===== config.mk =====
export PLATFORM = sky130hd
export DESIGN_NAME = plot_ctrl
export DESIGN_NICKNAME = d
export VERILOG_FILES = /design/src/rtl/plot_ctrl.sv
export SDC_FILE = /design/constraint.sdc
export NUM_CORES = 1
export LEC_CHECK = 0
export BUFFER_PORTS_ARGS = -buffer_cell sky130_fd_sc_hd__buf_4
export CORE_MARGIN = 2
export CORE_UTILIZATION = 55
export DETAILED_ROUTE_END_ITERATION = 8
export PLACE_DENSITY_LB_ADDON = 0.08
export SYNTH_ARGS = -nofsm -noshare
export SYNTH_HDL_FRONTEND = slang
export SYNTH_SLANG_ARGS = --single-unit

===== constraint.sdc =====
create_clock -name clk -period 3.1 [get_ports clk]
set_input_delay 0.155 -clock clk [delete_from_list [all_inputs] [get_ports clk]]
set_output_delay 0.155 -clock clk [all_outputs]
set_load 0.05 [all_outputs]

===== src/rtl/plot_ctrl.sv =====
// Control FSM for the VGA square plotter: loads X/Y via the go handshake, then draws a 4x4 square or clears the screen.
// Optional build macro PLOT_CTRL_CLIP_EN suppresses writeEn for off-screen pixels during a square draw.
module plot_ctrl #(
  parameter int SQ_LOG2  = 2,
  parameter int SCREEN_W = 160,
  parameter int SCREEN_H = 120
) (
  input  logic       clk,
  input  logic       resetn,
  input  logic       go,
  input  logic       plot,
  input  logic       black,
  input  logic [6:0] data_in,
  input  logic [2:0] colour_in,
  output logic [7:0] x_out,
  output logic [6:0] y_out,
  output logic [2:0] colour_out,
  output logic       writeEn,
  output logic       busy,
  output logic       done
);

  localparam int CW = 2 * SQ_LOG2;
  localparam logic [7:0] W_LIM  = 8'(SCREEN_W);
  localparam logic [6:0] H_LIM  = 7'(SCREEN_H);
  localparam logic [7:0] X_LAST = 8'(SCREEN_W - 1);
  localparam logic [6:0] Y_LAST = 7'(SCREEN_H - 1);
`ifdef PLOT_CTRL_CLIP_EN
  localparam bit CLIP_EN = 1'b1;
`else
  localparam bit CLIP_EN = 1'b0;
`endif

  typedef enum logic [2:0] {
    S_LOAD_X,
    S_LOAD_X_WAIT,
    S_LOAD_Y,
    S_LOAD_Y_WAIT,
    S_READY,
    S_DRAW,
    S_CLEAR,
    S_DONE
  } state_t;

  state_t        state;
  logic [7:0]    x_reg;
  logic [6:0]    y_reg;
  logic [2:0]    col_reg;
  logic [CW-1:0] cnt;
  logic [CW-1:0] cnt_nxt;
  logic [7:0]    cx;
  logic [6:0]    cy;
  logic          black_ok;

  function automatic logic [7:0] px_x(input logic [7:0] xr, input logic [CW-1:0] c);
    return xr + 8'(c[SQ_LOG2-1:0]);
  endfunction

  function automatic logic [6:0] px_y(input logic [6:0] yr, input logic [CW-1:0] c);
    return yr + 7'(c[CW-1:SQ_LOG2]);
  endfunction

  function automatic logic pix_we(input logic [7:0] xo, input logic [6:0] yo);
    return !CLIP_EN || ((xo < W_LIM) && (yo < H_LIM));
  endfunction

  always_comb begin
    cnt_nxt  = cnt + 1'b1;
    black_ok = black && (state != S_DRAW) && (state != S_CLEAR) && (state != S_DONE);
  end

  // Outputs are registered one step ahead, so each edge loads the pixel for the next cycle.
  always_ff @(posedge clk) begin
    if (!resetn) begin
      state      <= S_LOAD_X;
      x_reg      <= '0;
      y_reg      <= '0;
      col_reg    <= '0;
      cnt        <= '0;
      cx         <= '0;
      cy         <= '0;
      x_out      <= '0;
      y_out      <= '0;
      colour_out <= '0;
      writeEn    <= 1'b0;
      busy       <= 1'b0;
      done       <= 1'b0;
    end else begin
      done <= 1'b0;
      if (black_ok) begin
        state      <= S_CLEAR;
        cx         <= '0;
        cy         <= '0;
        x_out      <= '0;
        y_out      <= '0;
        colour_out <= '0;
        writeEn    <= 1'b1;
        busy       <= 1'b1;
      end else begin
        case (state)
          S_LOAD_X: if (go) begin
            x_reg <= {1'b0, data_in};
            state <= S_LOAD_X_WAIT;
          end
          S_LOAD_X_WAIT: if (!go) state <= S_LOAD_Y;
          S_LOAD_Y: if (go) begin
            y_reg <= data_in;
            state <= S_LOAD_Y_WAIT;
          end
          S_LOAD_Y_WAIT: if (!go) state <= S_READY;
          S_READY: if (plot) begin
            col_reg    <= colour_in;
            cnt        <= '0;
            x_out      <= x_reg;
            y_out      <= y_reg;
            colour_out <= colour_in;
            writeEn    <= pix_we(x_reg, y_reg);
            busy       <= 1'b1;
            state      <= S_DRAW;
          end
          S_DRAW: begin
            if (cnt == '1) begin
              writeEn <= 1'b0;
              busy    <= 1'b0;
              done    <= 1'b1;
              state   <= S_DONE;
            end else begin
              cnt        <= cnt_nxt;
              x_out      <= px_x(x_reg, cnt_nxt);
              y_out      <= px_y(y_reg, cnt_nxt);
              colour_out <= col_reg;
              writeEn    <= pix_we(px_x(x_reg, cnt_nxt), px_y(y_reg, cnt_nxt));
            end
          end
          S_CLEAR: begin
            if (cx == X_LAST) begin
              if (cy == Y_LAST) begin
                writeEn <= 1'b0;
                busy    <= 1'b0;
                done    <= 1'b1;
                state   <= S_DONE;
              end else begin
                cx    <= '0;
                cy    <= cy + 1'b1;
                x_out <= '0;
                y_out <= cy + 1'b1;
              end
            end else begin
              cx    <= cx + 1'b1;
              x_out <= cx + 1'b1;
            end
          end
          S_DONE:  state <= S_LOAD_X;
          default: state <= S_LOAD_X;
        endcase
      end
    end
  end

endmodule


==> run metrics <==
mapped cell area=about 0.0034 mm2; CTS tree=yes; slew margin rel.=0.377; Worst Setup End Kind=register; TritonCTS buffer count=9; Final setup viols=0; IR drop worst, VDD=slightly below 0.5 mV; Final Hold Fails=0; grt ovf=0; critical path startpoint category=register; Initial Util=0.570; DRT Pass-1 Iters=4; final cycle utilization of the critical path=0.831; detailed-route via count=2,977; M1 GR Usage=0.359; Clock Tree Buf Depth=2; # Post-CTS Setup Buffers=0; Clock Tree Root=clkbuf_8; CTS H-tree depth=3; CP max FO=15; # rows=28; WP data required=3360 ps; P_leak=0.00137 uW; Total Routing Usage GR=0.262; Fill cells=approximately 530; initial drt markers=about 170; Top Usage Layer GRT=met2; share of cells above drive strength 1=0.160; Die ar.=0.00681 mm2; Mean Syn Cell Area=8.50 um2; Core Box Area=0.00596 mm2; Slew Viols, Final=0; Post-DP HPWL=approximately 6 mm; Synth Register Bits=60; Synth Flop Type=dfxtp_1; largest net degree at the start of global routing=36; cells along the critical path=ha_1 > nor3_1 > o21ai_1 > nand2_1 > or4_1 > a21boi_0; I/O Pins=36; Tightest Hold Check Type=in -> reg; area occupied by registers=roughly 0.0012 mm2; footprint of the multi-input gates=slightly above 0.002 mm2; Clock Sinks=60; Antenna Violating Nets Remaining=0; Post-Syn Nets=427; Final Skew=8.18 ps; slowest stage cell, crit path=ha_1; vias in the first global route=around 2,700; Syn-to-layout area delta=14.8%; count of cell types in the netlist=between 50 and 60; latest clock arrival within the worst-skew pair=about 340 ps; cell count after synthesis=about 400; IO buf count=35; max_cap viols=0; number of enable flip-flop cells after synthesis=0; Final Wtd Congestion=about 0.89; Antenna Cells=0; Remaining DRCs=0; CTS resizes=0; Final Critical Period=between 2000 and 3000 ps; Top Registers=cx (8), x_out (8); Worst-Margin Slew=932 ps; crit path kind=reg -> reg; routing usage on met2=0.413; met3 Use GR=0.0489; post-layout util=0.654; initial antenna violation count=0; asr flop ratio synth=0; wire length per cell=between 15 and 20 um; cts hold-fix bufs=0; first-pass GRT wire length=13.4 mm; synthesis warning total=0; Peak Freq=roughly 390 MHz; sequential cell area fraction in the yosys report=0.354; Clock transition at path regs=70 ps; Vias/cell=between 5 and 6; nets@finish=between 400 and 500; arrival time worst endpoint=approximately 2800 ps; Slowest Stage Delay on Critical Path=between 500 and 600 ps; setup TNS=0 ps; Power Dens Cells=603 mW/mm2; die width=approximately 83 um; final wirelength=8.08 mm; Die H=about 83 um; status=finished, final reports clean; RSZ-0062 raised after global routing=no
==> cells by family (layout without fill, tap and decap cells) <==
group | Yosys count | after routing | synth area share
mux | 25 | 25 | 0.0749
flops | 60 | 60 | 0.354
fa+ha+maj | 13 | 13 | 0.0524
xor+xnor | 17 | 17 | 0.0439
simple gates | 159 | 159 | 0.230
buf+inv | 36 | 69 | 0.0461
compound gates | 89 | 89 | 0.198
==> worst max-delay path: cells and delay by family (launching register included) <==
kind	cells	cell delay (ps)
compound gates	2	690
fa+ha+maj	1	530
flops	1	420
simple gates	3	870
==> layer usage <==
metal,vias to the layer above,part of all wire
met5,-,0
met1,1381,0.47
met4,0,0.015
met2,80,0.46
met3,13,0.056
li1,1503,-
==> report_power, final <==
part	leakage, uW	internal [uW]	switching (uW)
clock network	0.000102	412	309
registers	0.000486	834	64.2
logic	0.000783	249	479
==> metrics by stage <==
| stage | hold WS, ps | area (um2) | setup WS [ps] | instances | power [uW] |
|---|---|---|---|---|---|
| finish | 80.4 | 3890 | 525 | 507 | 2350 |
| global route | 88.1 | 3890 | 285 | 507 | 2460 |
| CTS | 78.7 | 3890 | 536 | 507 | 2360 |
| detailed placement | 431 | 3690 | 562 | 491 | 1640 |
| global placement | 422 | 3690 | 615 | 491 | 1630 |
| floorplan | 318 | 3390 | 688 | 399 | 1450 |
==> path summary, 6_finish.rpt <==
path | startpoint | cells after the start | slack, ps | endpoint
max | state[1] | 6 | 520 | cnt[2]
min | data_in[5] | 3 | 80 | x_reg[5]
max reg2reg | state[1] | 6 | 520 | cnt[2]
min reg2reg | writeEn | 2 | 460 | writeEn
==> synth_stat cells, types with 2 or more instances <==
library cell | number | share of area
mux2_2 | 3 | 0.010
xnor2_1 | 7 | 0.018
nor3b_1 | 2 | 0.0044
dfxtp_1 | 60 | 0.35
a211oi_1 | 9 | 0.020
nor2b_1 | 20 | 0.037
mux2i_1 | 22 | 0.065
o311a_1 | 2 | 0.0059
or4_1 | 4 | 0.0088
a221oi_1 | 2 | 0.0052
a211oi_2 | 4 | 0.015
a21oi_1 | 18 | 0.027
o21ai_1 | 3 | 0.0044
o211ai_1 | 2 | 0.0044
xor2_1 | 10 | 0.026
nand2_1 | 39 | 0.043
a31oi_1 | 2 | 0.0037
ha_1 | 11 | 0.041
o22ai_1 | 2 | 0.0037
buf_6 | 2 | 0.0066
a311oi_1 | 5 | 0.013
nor4_1 | 2 | 0.0037
clkbuf_1 | 14 | 0.015
o31ai_1 | 2 | 0.0044
nor3_1 | 7 | 0.010
nand3b_1 | 3 | 0.0066
and2_1 | 3 | 0.0055
or3_1 | 2 | 0.0037
and3_1 | 3 | 0.0055
a21boi_0 | 6 | 0.013
nand3_1 | 18 | 0.027
nor2_1 | 43 | 0.048
fa_1 | 2 | 0.012
a22oi_1 | 6 | 0.013
o21ai_0 | 10 | 0.015
and4_1 | 3 | 0.0077
buf_2 | 4 | 0.0059
inv_1 | 14 | 0.015
nand4_1 | 6 | 0.011
nand2b_1 | 3 | 0.0055
==> layout by cell type, fill, tap and decap left out, types with 4 or more instances in the layout <==
cell type	count
nand3_1	18
o21ai_0	10
nor2_1	43
a211oi_1	9
inv_1	14
or4_1	4
nand4_1	6
nor2b_1	20
xnor2_1	7
ha_1	11
buf_4	38
mux2i_1	22
dfxtp_1	60
a311oi_1	5
a21oi_1	18
a21boi_0	6
a22oi_1	6
clkbuf_8	11
a211oi_2	4
xor2_1	10
nor3_1	7
nand2_1	39
==> area by class of cell <==
| cell class | count | area share |
|---|---|---|
| Timing Repair Buffer | 39 | 0.0784 |
| Multi-Input combinational cell | 303 | 0.524 |
| Clock buffer | 12 | 0.0398 |
| Inverter | 14 | 0.0135 |
| Sequential cell | 60 | 0.308 |
| Clock inverter | 4 | 0.0122 |
| Tap cell | 75 | 0.0241 |
Power figures use the tool's default switching activity.
